===== src/rtl/sgdmac_wr_sched.sv =====
// Write-command scheduler: round-robin arbitration of N_CH channels onto one
// write engine, with length sanity check, completion pulses and a watchdog.
module sgdmac_wr_sched #(
  parameter int N_CH   = 4,
  parameter int WDOG_W = 16
) (
  input  logic                 clk,
  input  logic                 rst,
  input  logic [N_CH-1:0]      req_valid_i,
  input  logic [48*N_CH-1:0]   req_cmd_i,
  output logic [N_CH-1:0]      req_ready_o,
  input  logic [N_CH-1:0]      ch_en_i,
  output logic                 eng_start_o,
  output logic [47:0]          eng_cmd_o,
  input  logic                 eng_done_i,
  output logic [N_CH-1:0]      cpl_valid_o,
  output logic                 cpl_err_o,
  output logic [2:0]           grant_id_o,
  output logic                 busy_o,
  output logic                 wdog_o,
  input  logic                 wdog_clr_i
);

  typedef enum logic [2:0] {S_IDLE, S_ISSUE, S_WACK, S_WDONE, S_CPL} state_t;

  state_t            state, state_nx;
  logic [2:0]        ptr, owner;
  logic [47:0]       cmd_q;
  logic              err_q;
  logic [WDOG_W-1:0] wcnt, wcnt_nx;
  logic              wdog_q, wdog_set, waiting;

  logic [N_CH-1:0]   elig, rot;
  logic [3:0]        shamt, off, sum;
  logic              found, accept, win_bad;
  logic [2:0]        win;
  logic [47:0]       win_cmd;

  assign elig = req_valid_i & ch_en_i;

  // Rotate so bit 0 is the channel just after the pointer; lowest set bit wins.
  always_comb begin
    shamt = 4'(ptr) + 4'd1;
    rot   = N_CH'({elig, elig} >> shamt);
    found = 1'b0;
    off   = 4'd0;
    for (int i = N_CH-1; i >= 0; i--) begin
      if (rot[i]) begin
        found = 1'b1;
        off   = 4'(i);
      end
    end
    sum = shamt + off;
    if (sum >= 4'(N_CH)) sum = sum - 4'(N_CH);
    win = 3'(sum);
    win_cmd = '0;
    for (int k = 0; k < N_CH; k++) begin
      if (win == 3'(k)) win_cmd = req_cmd_i[48*k +: 48];
    end
    win_bad = (win_cmd[15:0] == 16'd0) || (win_cmd[1:0] != 2'd0);
  end

  assign accept = (state == S_IDLE) && found && eng_done_i;

  always_comb begin
    for (int k = 0; k < N_CH; k++) begin
      req_ready_o[k] = accept && !rst && (win == 3'(k));
      cpl_valid_o[k] = (state == S_CPL) && (owner == 3'(k));
    end
  end

  always_comb begin
    state_nx = state;
    case (state)
      S_IDLE:  if (accept) state_nx = win_bad ? S_CPL : S_ISSUE;
      S_ISSUE: state_nx = S_WACK;
      S_WACK:  if (!eng_done_i) state_nx = S_WDONE;
      S_WDONE: if (eng_done_i) state_nx = S_CPL;
      S_CPL:   state_nx = S_IDLE;
      default: state_nx = S_IDLE;
    endcase
  end

  assign waiting  = (state == S_WACK) || (state == S_WDONE);
  assign wcnt_nx  = (&wcnt) ? wcnt : wcnt + WDOG_W'(1);
  assign wdog_set = waiting && (&wcnt_nx);

  always_ff @(posedge clk or posedge rst) begin
    if (rst) begin
      state  <= S_IDLE;
      ptr    <= 3'(N_CH-1);
      owner  <= 3'd0;
      cmd_q  <= 48'd0;
      err_q  <= 1'b0;
      wcnt   <= '0;
      wdog_q <= 1'b0;
    end else begin
      state <= state_nx;
      if (accept) begin
        owner <= win;
        cmd_q <= win_cmd;
        err_q <= win_bad;
      end
      if (state == S_CPL) ptr <= owner;
      if (state == S_ISSUE) wcnt <= '0;
      else if (waiting)     wcnt <= wcnt_nx;
      // A pending expiry outranks a same-cycle clear.
      if (wdog_set)        wdog_q <= 1'b1;
      else if (wdog_clr_i) wdog_q <= 1'b0;
    end
  end

  assign eng_start_o = (state == S_ISSUE);
  assign eng_cmd_o   = cmd_q;
  assign cpl_err_o   = (state == S_CPL) && err_q;
  assign grant_id_o  = owner;
  assign busy_o      = (state != S_IDLE);
  assign wdog_o      = wdog_q;

endmodule


===== config.mk =====
export PLATFORM = sky130hd
export DESIGN_NAME = sgdmac_wr_sched
export DESIGN_NICKNAME = d
export VERILOG_FILES = /design/src/rtl/sgdmac_wr_sched.sv
export SDC_FILE = /design/constraint.sdc
export NUM_CORES = 1
export LEC_CHECK = 0
export BUFFER_PORTS_ARGS = -buffer_cell sky130_fd_sc_hd__buf_2
export CAP_MARGIN = 20
export CORE_MARGIN = 4
export CORE_UTILIZATION = 42
export CTS_CLUSTER_SIZE = 20
export DETAILED_ROUTE_END_ITERATION = 8
export PLACE_DENSITY_LB_ADDON = 0.15
export REMOVE_ABC_BUFFERS = 1
export SETUP_SLACK_MARGIN = 0.4
export SYNTH_ARGS = -nofsm -noshare
export SYNTH_HDL_FRONTEND = slang
export SYNTH_SLANG_ARGS = --single-unit
export TNS_END_PERCENT = 30

===== constraint.sdc =====
create_clock -name clk -period 3.5 [get_ports clk]
set_input_delay 0.7 -clock clk [delete_from_list [all_inputs] [get_ports clk]]
set_output_delay 0.7 -clock clk [all_outputs]
set_load 0.03 [all_outputs]

# Yosys cells after proc, flatten, opt, wreduce, memory -nomap -nowiden
# Index checks and enable logic that the tools add are counted.
# op_classes
mux,23
reduce_logical,27
div_mod_pow,0
magnitude_cmp,1
n_bitwise,1
n_mul,0
shift,1
eq_ne,13
addsub,4
# op_table
op,count
$mux 48,4
$mux 16,3
$reduce_and 16->1,2
$eq 3x2->1 const B,6
$add 16x1->16 const B,1
$logic_not 16->1,1
$mux 3,5
$logic_and 1x1->1,13
$mux 4,3
$pmux 3 s4,1
$eq 3x1->1 const B,3
$logic_not 3->1,3
$shr 8x4->4,1
$mux 1,6
$ne 2x2->1 const B,3
$reduce_bool 2->1,3
$add 3x1->4 const B,1
$add 4x4->4,1
$and 4x4->4,1
$ge 4x3->1 const B,1
$eq 3x3->1 const B,1
$reduce_and 3->1,1
$reduce_bool 3->1,1
$sub 3x3->3 const B,1
3 further kinds,4
# word_totals
latch_bits,0
input_bits,204
reg_bits,75
mem_count,0
romBits,0
ramBits,0
out_inout_bits,63

# Depth between registers and ports, before layout
# Gate-level depths: netlist (run 1).
# logic_depth
ltp_word,19
ltp_mapped,17

# Worst setup path before layout (run 1)
# OpenSTA, ideal clock, no wires.
# synth_path
path_type,input port to output port
startpoint,input port req_valid_i[0]
endpoint,output port req_ready_o[0]
stages,10
path_slack_ns,-0.314
arrival_ns,3.114
required_ns,2.800
path_cell_list,nand2_1 o31ai_2 nor2_1 o31a_1 fa_1 buf_2 buf_2 buf_2 buf_2 and4_1
# synth_between
elab_chain_len,11
word_cells_on_any_way,19
cone_classes,add/sub (2); order compare (1); shift (1); mux (9); bitwise (1); reduce/logical (5)
# synth_rtl
element,line,text
"start, declared",9,"input logic [N_CH-1:0] req_valid_i,"
$and 4x4->4 (*),39,assign elig = req_valid_i & ch_en_i;
$shr 8x4->4 (*),44,"rot = N_CH'({elig, elig} >> shamt);"
$mux 2,48,if (rot[i]) begin
$mux 4 (3 in series),48,
$add 4x4->4,53,sum = shamt + off;
$ge 4x3->1 / $sub 3x3->3 (equally long branches),54,if (sum >= 4'(N_CH)) sum = sum - 4'(N_CH);
$mux 3,54,
$logic_not 3->1,67,req_ready_o[k] = accept && !rst && (win == 3'(k));
$logic_and 1x1->1 (*),67,
"end, declared",11,"output logic [N_CH-1:0] req_ready_o,"
# Mark *: on every way between the ends. The rest lies on a longest branch, timed or not.

# Worst setup path after layout (run 1)
# layout_path
startpoint,register ptr[0]
endpoint,output port req_ready_o[1]
# layout_between
elab_chain_len,11
word_cells_on_any_way,19
cone_classes,add/sub (3); order compare (1); eq/ne (1); shift (1); mux (9); reduce/logical (4)
# layout_rtl
element,line,text
"start, declared",27,"logic [2:0] ptr, owner;"
"start signal, assigned",91,ptr <= 3'(N_CH-1);
"start signal, assigned",104,if (state == S_CPL) ptr <= owner;
$add 3x1->4 (*),43,shamt = 4'(ptr) + 4'd1;
$shr 8x4->4,44,
$mux 2,48,
$mux 4 (3 in series),48,
$add 4x4->4,53,
$ge 4x3->1 / $sub 3x3->3 (equally long branches),54,
$mux 3,54,
$eq 3x1->1,67,
$logic_and 1x1->1 (*),67,
# Marked as above.

==> results by group, run 1 <==
Run status
  • Run status: finished, violations left
  • Violated checks: negative setup slack

Routing
  • WL final: 19000 um
  • DRT Pass-1 Iters: 4
  • Drt drc: 0
  • DR vias/cell: 5.45
  • Vias: 5388
  • DR iter-0 viols: 294
  • Routed Antenna Nets: 0
  • Drt wl/cell: 19.2 um

Placed design
  • Count of input and output buffers: 266
  • GPL Wtd Cong: 0.878
  • Cell Area, Placed: 6890 um^2
  • Dpl hpwl: 14900 um

Synth
  • Post-Syn Area: 5260 um^2
  • Ys Warns: 0
  • Synth Register Bits: 75
  • Ys async rst share: 100%
  • Post-synthesis sequential area ratio: 35.8%
  • Avg Synthesized Cell Area: 10.0 um^2
  • Area contributors post-synth: dfrtp_1 (35%), mux4_2 (18%), o21ai_0 (6.4%)
  • Most common flop cell mapped by yosys: dfrtp_1
  • Area leader, netlist: dfrtp_1
  • Post-synth top area share: 34.8%
  • Post-synth EDFFs: 0
  • Cell variety after synth: 62
  • Synth Instances: 524

Critical path
  • Crit path cell chain: buf_6 > nand3b_1 > o31ai_4 > nor2_2 > a21oi_2 > ha_4 > fa_2 > buf_12 > nor2b_4 > and3_4 > buf_6
  • Critical path type: register to output port
  • Critical Path Slowest Stage Cell: fa_2
  • Max incr delay on CP: 0.64 ns
  • Crit start category: register
  • Crit Path Max Fanout: 7
  • WP data arrival: 2.95 ns
  • WP data required: 2.80 ns
  • Crit path top cell by count: buf_6
  • Worst setup EP type: output port

CTS
  • Clock Pin Slew Worst Setup and Hold Paths: 0.06 ns
  • CTS tree: yes
  • CTS root buffer: clkbuf_16
  • CTS buffer count: 9
  • Clock Latency Late Sink: 0.34 ns
  • Longest Clk Path Bufs: 2
  • H-tree Lvls: 3
  • Clock Sinks: 75
  • Hold-fix buffers, CTS: 0

Power and ir drop
  • Total power: 8.23 mW
  • Leak Pwr: 3.54 nW
  • Peak VDD IR: 0.000847 V
  • P per Cell Area: 1090 nW/um^2

Global route
  • Number of global-route vias before repair: 5564
  • Initial antenna violation count: 7
  • First-pass GRT wire length: 29500 um
  • Overflow after GRT: 0
  • Largest net degree at the start of global routing: 79
  • GRT Overall Usage: 26.0%

Timing
  • Minimum clock period: 3.65 ns
  • Setup-failing EPs final: 6
  • Final cycle utilization of the critical path: 104%
  • Hold Vio Cnt, Final: 0
  • Clock Skew: 0.0122 ns
  • Final Max Slew Viols: 0
  • Slew at the pin with the worst max-slew slack: 0.910 ns
  • Highest Clock Rate: 274 MHz
  • Post-route setup slack: -0.151 ns
  • Rel. slew slack: 39.2%
  • Setup_tns: -0.563 ns
  • RSZ-0062 raised after global routing: true

Layout
  • Fraction of layout cells with a size suffix above 1: 52.1%
  • Fill count: 1068
  • Post-route cell area: 7560 um^2
  • Nets: 1020
  • Area grow syn2layout: 43.8%

Floorplanning
  • Die Width: 120 um
  • Rows: 40
  • Chip height: 120 um
  • Initial Utilization: 43.4%
  • Ports: 267
  • Total die area: 14400 um^2
  • Core area: 12100 um^2

Job
  • Max cap viols: 0

Min path
  • HP Class: primary input to asynchronous set/reset pin
## cells in the final DEF, fill, tap and decap left out, types with 3 or more instances in the layout
cell       synthesis  layout
buf_2             16     262
dfrtp_1           73      73
inv_1             58      56
o21ai_0           67      55
nand3b_1          44      44
mux4_2            42      42
buf_4              1      37
nand2_1           26      25
a21oi_1           20      16
nor2_1            21      16
buf_6              1      13
o21ai_1            0      12
a31oi_1           13      12
clkbuf_16          0       9
mux2_2            10       8
nand3_1            9       8
nand4_1            6       6
o31ai_1            6       6
nand2b_1           5       5
and3_1             6       5
diode_2            0       4
a21oi_2            0       4
nor2_2             0       4
nor4_1             5       4
or3_1              5       4
nor2b_1            4       3
o211ai_1           3       3
and2_1             3       3
mux2i_1            4       3
a211oi_1           3       3
## cells by family (layout without fill, tap and decap cells)
logic type | count (synthesis) | count (layout) | synth area share (%)
AO/OA/AOI/OAI | 138 | 138 | 16.5
adder cells (fa/ha/maj) | 4 | 4 | 1.10
multiplexers | 56 | 56 | 20.9
buffers and inverters | 98 | 391 | 7.60
flip-flops | 75 | 75 | 35.8
AND/OR/NAND/NOR | 152 | 152 | 18.0
XOR/XNOR | 1 | 1 | 0.167
other | 0 | 4 | 0
## registers in the layout, indices dropped and copies added (netlist names)
register	count
wcnt	16
grant_id_o	3
state	3
eng_cmd_o	48
wdog_o	1
ptr	3
err_q	1
## power breakdown
part,internal (mW),switching (mW)
Sequential,1.22,0.267
Clock,0.504,0.389
Combinational,2.90,2.95
## worst paths after layout
path,startpoint,end,slack (ns),cells past startpoint
setup reg to reg,ptr[0]$_DFFE_PP1P_,err_q$_DFFE_PP0P_,-0.04,15
setup / recovery,ptr[0]$_DFFE_PP1P_,req_ready_o[1],-0.15,11
min in group clk,eng_cmd_o[12]$_DFFE_PP0P_,eng_cmd_o[12]$_DFFE_PP0P_,0.50,2
max in group asynchronous,rst,eng_cmd_o[14]$_DFFE_PP0P_,2.48,3
hold reg to reg,eng_cmd_o[12]$_DFFE_PP0P_,eng_cmd_o[12]$_DFFE_PP0P_,0.50,2
hold / removal,rst,eng_cmd_o[13]$_DFFE_PP0P_,0.32,2
## final cells by class
cell class,instances,area [um^2],area share (%)
Multi-Input combinational cell,351,3150,41.6
Sequential cell,75,1880,24.9
Timing Repair Buffer,316,1810,23.9
Clock buffer,10,239,3.16
Inverter,59,223,2.95
Tap cell,168,210,2.78
Clock inverter,6,46.3,0.612
Antenna cell,4,10.0,0.132
## layer usage
layer | track usage (%) | up-vias | share of wire (%)
li1 | - | 2530 | -
met1 | 30.3 | 2621 | 37
met2 | 46.3 | 198 | 53
met3 | 7.73 | 33 | 7.2
met4 | 7.87 | 6 | 2.1
met5 | 0 | - | 0.18
## critical path, delay by kind of cell (launching register included)
kind,cells,cell delay [ns]
fa+ha+maj,2,0.81
simple gates,4,0.61
flops,1,0.61
buf+inv,3,0.39
compound gates,2,0.19
## per-stage QoR
step / hold slack (ns) / setup WS, ns / cells / utilization, %
finish: 0.319 / -0.151 / 989 / 62.4
global route: 0.331 / -0.247 / 989 / 62.4
CTS: 0.305 / -0.115 / 978 / 61.5
detailed placement: 0.483 / -0.291 / 951 / 56.9
global placement: 0.470 / -0.243 / 951 / 56.9
floorplan: 0.457 / -1.12 / 485 / -
## what timing repair did
item / 4_1_cts / 5_1_grt
endpoints found under the setup margin: 31 / 54
pin swaps: 14 / 12
setup buffers: 11 / 7
gates resized for setup: 45 / 22
## cell usage after synthesis (all sizes together), types with 2 or more instances
library cell,n
and3,6
nand2b,5
mux4,42
mux2,10
o21ai,67
nor2,21
a31oi,14
mux2i,4
o22ai,2
a32o,2
o211ai,3
nand3,10
nand3b,44
dfrtp,73
and2,4
a21oi,20
or2,2
or3,5
a22o,3
dfstp,2
nor3b,2
a2111oi,3
nor4,6
buf,19
a211oi,3
nand2,27
and4,4
clkbuf,20
a221oi,2
nor2b,4
nor3,2
o21a,2
nand4,7
o31ai,7
inv,59
a222oi,2
ha,3
No activity file was read; power rests on OpenSTA's default activity.
==> run 2, diff against run 1 <==
--- a/config.mk
+++ b/config.mk
@@ -7,7 +7,7 @@
 export LEC_CHECK = 0
 export BUFFER_PORTS_ARGS = -buffer_cell sky130_fd_sc_hd__buf_2
 export CAP_MARGIN = 20
-export CORE_MARGIN = 4
+export CORE_MARGIN = 2
 export CORE_UTILIZATION = 42
 export CTS_CLUSTER_SIZE = 20
 export DETAILED_ROUTE_END_ITERATION = 8
@@ -17,4 +17,3 @@
 export SYNTH_ARGS = -nofsm -noshare
 export SYNTH_HDL_FRONTEND = slang
 export SYNTH_SLANG_ARGS = --single-unit
-export TNS_END_PERCENT = 30
==> run 2 against run 1 <==
  * Critical path type unchanged
  * Via count is 1.0% higher
  * Core utilization increased by 1.9 points
  * Sequential share of layout area decreased by 0.73 points
  * The run still ends with negative setup slack left
  * First-iteration DRC count increased by 46%
  * Fmax increased by 0.47%
  * Clock-buffer cell count grew 1
  * Clock power grew 4.3%
==> results by group, run 2 (synthesis gave the netlist of run 1 again) <==
Run status
  • Run status: finished, violations left
  • Violated checks: negative setup slack

Power and ir drop
  • Sw power: 3.82 mW
  • Switch share: 42.1%
  • Int Power: 5.24 mW
  • Comb pwr share: 73.3%
  • P per Cell Area: 1160 nW/um^2
  • Clock share of power: 10.3%
  • Sequential power share: 16.4%
  • Leak Pwr: 3.67 nW
  • Peak VDD IR: 0.000584 V
  • Total power: 9.06 mW

Global route
  • Largest net degree at the start of global routing: 67
  • Initial antenna violation count: 7
  • Number of global-route vias before repair: 5383
  • First-pass GRT wire length: 28500 um
  • GRT Overall Usage: 28.1%
  • Overflow after GRT: 0

Timing
  • Highest Clock Rate: 275 MHz
  • Clock Skew: 0.00687 ns
  • Final cycle utilization of the critical path: 104%
  • Rel. slew slack: 35.8%
  • Setup_tns: -0.295 ns
  • Post-route setup slack: -0.134 ns
  • Hold Vio Cnt, Final: 0
  • Setup-failing EPs final: 5
  • Minimum clock period: 3.63 ns
  • Final Max Slew Viols: 0
  • Slew at the pin with the worst max-slew slack: 0.961 ns
  • RSZ-0062 raised after global routing: true

Placed design
  • Count of input and output buffers: 266
  • Dpl hpwl: 14400 um
  • GPL Wtd Cong: 0.904

Layout
  • Max FFs per register: 48
  • Fraction of layout cells with a size suffix above 1: 52.7%
  • Nets: 1032
  • Area taken by multi-input logic gates: 3180 um^2
  • Fill count: 1063
  • Area grow syn2layout: 48.2%
  • Most common cell after layout, fill and taps aside: buf_2
  • Register area: 1880 um^2
  • Most frequent cells in the layout: buf_2 (262), dfrtp_1 (73), inv_1 (56), nand3b_1 (44), mux4_2 (42)

Floorplanning
  • Rows: 40
  • Die Width: 116 um
  • Core area: 12100 um^2
  • Ports: 267
  • Chip height: 116 um
  • Total die area: 13400 um^2
  • Initial Utilization: 43.4%

Routing
  • WL final: 19000 um
  • DRT Pass-1 Iters: 5
  • Drt wl/cell: 18.9 um
  • Vias: 5442
  • Drt drc: 0
  • DR vias/cell: 5.44
  • Routed Antenna Nets: 0
  • DR iter-0 viols: 428

Critical path
  • Critical path launch point: ptr[0]$_DFFE_PP1P_
  • WP data required: 2.80 ns
  • Critical path type: register to output port
  • WP data arrival: 2.93 ns
  • Crit start category: register
  • R2R Path Start: ptr[0]$_DFFE_PP1P_
  • R2R Path End: state[0]$_DFFE_PP0P_
  • Worst setup EP type: output port
  • Worst Reg2Reg Path Length in Cells: 15
  • Crit Path Max Fanout: 8
  • Setup slack, reg-to-reg: -0.01 ns

CTS
  • CTS root buffer: clkbuf_16
  • Clock Sinks: 75
  • Hold-fix buffers, CTS: 0
  • H-tree Lvls: 3
  • CTS tree: yes
  • Longest Clk Path Bufs: 2
  • Clock Latency Late Sink: 0.33 ns
  • Clock Pin Slew Worst Setup and Hold Paths: 0.06 ns
  • CTS buffer count: 9

Min path
  • HP Class: primary input to asynchronous set/reset pin

Job
  • Max cap viols: 0
## run 2: stage by stage
stage / hold WS [ns] / area (um^2) / instances / utilization (%) / setup slack [ns]
4_1_cts: 0.474 / 7470 / 987 / 61.7 / -0.0102
2_1_floorplan: 0.457 / 5080 / 485 / - / -1.12
6_report: 0.460 / 7790 / 1001 / 64.3 / -0.134
3_3_place_gp: 0.472 / 6910 / 956 / 57.1 / -0.234
3_5_place_dp: 0.476 / 6910 / 956 / 57.1 / -0.379
5_1_grt: 0.506 / 7790 / 1001 / 64.3 / -0.209
## run 2: routing by layer
metal	GRT usage, %	routed length (um)	up-vias
met5	0	13	-
met4	9.52	423	2
met3	8.21	1290	33
met2	47.3	9880	180
met1	34.7	7350	2666
li1	-	-	2561
## run 2: repair_timing
item,CTS,global route
gates cloned,0,3
setup endpoints to repair,37,47
resized for setup,38,74
buffers inserted,15,7
pin swaps,6,23
## run 2: cell type report
class,count,area share [%]
well taps,168,2.70
diodes,4,0.129
multi-input cells,351,40.8
clock inverters,5,0.675
repair buffers,328,25.6
inverters,59,2.86
flip-flops and latches,75,24.1
clock buffers,11,3.12
## run 2: how the worst max path moves through the flow
stage	endpoint	slack, ns
final	req_ready_o[2]	-0.13
after global routing	req_ready_o[2]	-0.21
after CTS	req_ready_o[1]	-0.01
after detailed placement	state[0]$_DFFE_PP0P_	-0.38
after global placement	state[0]$_DFFE_PP0P_	-0.23
after floorplan	err_q$_DFFE_PP0P_	-1.12
## run 2: power groups by stage
stage               Sequential (mW)  Clock [mW]  Combinational (mW)
floorplan                      2.01           0                2.84
global placement               1.48           0                4.85
CTS                            1.48       0.951                5.65
detailed placement             1.48           0                4.96
global route                   1.53       0.987                7.11
finish                         1.49       0.932                6.64
## run 2: critical path: stages (launching register included)
cell,delay [ns]
dfstp_2,0.61
buf_6,0.12
a31oi_2,0.09
o21ai_1,0.13
nand2_1,0.08
a21oi_2,0.19
ha_4,0.16
fa_2,0.52
buf_6,0.17
buf_6,0.11
and4b_1,0.28
buf_6,0.15
==> run 3, diff against run 2 <==
--- a/config.mk
+++ b/config.mk
@@ -11,7 +11,7 @@
 export CORE_UTILIZATION = 42
 export CTS_CLUSTER_SIZE = 20
 export DETAILED_ROUTE_END_ITERATION = 8
-export PLACE_DENSITY_LB_ADDON = 0.15
+export PLACE_DENSITY = 0.78
 export REMOVE_ABC_BUFFERS = 1
 export SETUP_SLACK_MARGIN = 0.4
 export SYNTH_ARGS = -nofsm -noshare
==> run 3 against run 2 <==
  * Largest power group unchanged
  * Non-clock buffer count fell by 21
  * Sequential share of layout area up 0.99 points
  * Clock skew fell by 0.0017 ns
  * First-iteration DRC count is 5.6% higher
  * Setup slack gained 0.053 ns
  * Critical path type unchanged
  * The flow still finishes with violations (negative setup slack)
==> results by group, run 3 (synthesis gave the netlist of run 1 again) <==
Critical path
  • Crit start category: register
  • Worst setup EP type: output port
  • Crit path cell chain: buf_6 > nand3b_1 > o31ai_4 > nor2_2 > nand4_1 > o31a_1 > fa_2 > nor2b_4 > buf_6 > and3_4 > buf_6
  • WP data arrival: 2.88 ns
  • Critical path type: register to output port
  • Max incr delay on CP: 0.65 ns
  • WP data required: 2.80 ns
  • Crit Path Max Fanout: 7
  • Setup slack, reg-to-reg: -0.01 ns
  • Critical Path Slowest Stage Cell: fa_2
  • Crit path top cell by count: buf_6

Routing
  • DR iter-0 viols: 452
  • Drt drc: 0
  • DRT Pass-1 Iters: 8
  • Drt wl/cell: 18.6 um
  • DR vias/cell: 5.53
  • Vias: 5445
  • WL final: 18300 um
  • Routed Antenna Nets: 0

Power and ir drop
  • Peak VDD IR: 0.000612 V
  • Leak Pwr: 3.49 nW
  • Clock share of power: 10.9%
  • Int Power: 4.58 mW
  • P per Cell Area: 1090 nW/um^2
  • Comb pwr share: 70.9%
  • Switch share: 44.0%
  • Sequential power share: 18.2%
  • Sw power: 3.60 mW

CTS
  • CTS buffer count: 9
  • CTS tree: yes
  • H-tree Lvls: 3
  • Clock Latency Late Sink: 0.33 ns
  • Hold-fix buffers, CTS: 0
  • Longest Clk Path Bufs: 2
  • CTS root buffer: clkbuf_16
  • Clock Sinks: 75
  • Clock Pin Slew Worst Setup and Hold Paths: 0.06 ns

Placed design
  • Dpl hpwl: 14000 um
  • Count of input and output buffers: 266
  • GPL Wtd Cong: 0.921
  • Cell Area, Placed: 6830 um^2

Run status
  • Violated checks: negative setup slack
  • Run status: finished, violations left

Layout
  • Area grow syn2layout: 42.4%
  • Most frequent cells in the layout: buf_2 (262), dfrtp_1 (73), o21ai_0 (64), inv_1 (57), nand3b_1 (44)
  • Post-route cell area: 7480 um^2
  • Nets: 1011
  • Max FFs per register: 48
  • Fraction of layout cells with a size suffix above 1: 50.4%
  • Most common cell after layout, fill and taps aside: buf_2

Timing
  • RSZ-0062 raised after global routing: true
  • Minimum clock period: 3.58 ns
  • Hold Vio Cnt, Final: 0
  • Slew at the pin with the worst max-slew slack: 0.937 ns
  • Rel. slew slack: 37.4%
  • Setup_tns: -0.216 ns
  • Clock Skew: 0.00516 ns
  • Final cycle utilization of the critical path: 102%
  • Final Max Slew Viols: 0
  • Highest Clock Rate: 279 MHz
  • Post-route setup slack: -0.0813 ns
  • Setup-failing EPs final: 5
  • Hold slack: 0.362 ns

Floorplanning
  • Die Width: 116 um
  • Total die area: 13400 um^2
  • Initial Utilization: 43.4%
  • Ports: 267
  • Rows: 40
  • Chip height: 116 um
  • Core area: 12100 um^2

Global route
  • First-pass GRT wire length: 27800 um
  • Most Crowded Layer GR: met2
  • Met1 Use GR: 30.5%
  • M3 GR Usage: 9.15%
  • Met2 Usage GRT: 47.1%
  • Overflow after GRT: 0
  • Number of global-route vias before repair: 5452
  • GRT Overall Usage: 27.1%
  • Initial antenna violation count: 10
  • Largest net degree at the start of global routing: 64

Min path
  • HP Class: primary input to asynchronous set/reset pin

Job
  • Max cap viols: 0
-- run 3: changes by cell type in the layout (fill, tap and decap cells not counted), moves of 6 or more --
cell     previous run  this run
mux2_4              6         0
buf_6              21         9
buf_4              37        31
o21ai_0            31        64
mux2_2              4        10
o21ai_1            35         3
-- run 3: stage by stage --
| step | util [%] | setup slack [ns] | std cells | total power [mW] |
|---|---|---|---|---|
| final | 61.8 | -0.0813 | 984 | 8.19 |
| after floorplan | - | -1.12 | 485 | 4.85 |
| after global placement | 56.4 | -0.335 | 945 | 6.26 |
| after detailed placement | 56.4 | -0.353 | 945 | 6.33 |
| after CTS | 59.7 | -0.128 | 965 | 7.48 |
| after global routing | 61.7 | -0.203 | 982 | 8.70 |
-- run 3: area by class of cell --
type	instances	area (um^2)
Fill cell	1059	4630
Clock inverter	5	36.3
Tap cell	168	210
Sequential cell	75	1880
Timing Repair Buffer	307	1760
Multi-Input combinational cell	351	3100
Antenna cell	8	20.0
Inverter	59	223
Clock buffer	11	253
-- run 3: worst paths after layout --
check	startpoint	end	cells past startpoint
max	ptr[0]$_DFFE_PP1P_	req_ready_o[1]	11
min	rst	eng_cmd_o[0]$_DFFE_PP0P_	2
max reg2reg	ptr[0]$_DFFE_PP1P_	state[2]$_DFFE_PP0P_	15
min reg2reg	wdog_o$_DFFE_PP0P_	wdog_o$_DFFE_PP0P_	1
max in group asynchronous	rst	eng_cmd_o[28]$_DFFE_PP0P_	3
min in group clk	wdog_o$_DFFE_PP0P_	wdog_o$_DFFE_PP0P_	1
-- run 3: metal layers --
metal,vias to the layer above,routed length (um)
met5,-,19
met4,4,517
met3,43,1480
met2,226,9560
met1,2658,6710
li1,2514,-
-- run 3: worst max-delay path, delay by kind of cell, from the launching register on --
| kind | cells | cell delay (ns) |
|---|---|---|
| and+or+nand+nor | 5 | 0.69 |
| buffers and inverters | 3 | 0.35 |
| DFF | 1 | 0.59 |
| adders and majority gates | 1 | 0.65 |
| AOI/OAI and AO/OA | 2 | 0.25 |
-- run 3: power by group through the flow --
stage                     combinational (mW)  sequential, mW  clock [mW]
after CTS                               5.09            1.48       0.912
after global routing                    6.22            1.53       0.941
after global placement                  4.79            1.48           0
after detailed placement                4.85            1.48           0
after floorplan                         2.84            2.01           0
final                                   5.80            1.49       0.894
-- run 3: repair_timing --
action | CTS | global route
resized for setup | 22 | 24
gates cloned | 0 | 2
pin swaps | 6 | 4
setup endpoints to repair | 37 | 40
setup buffers | 4 | 9
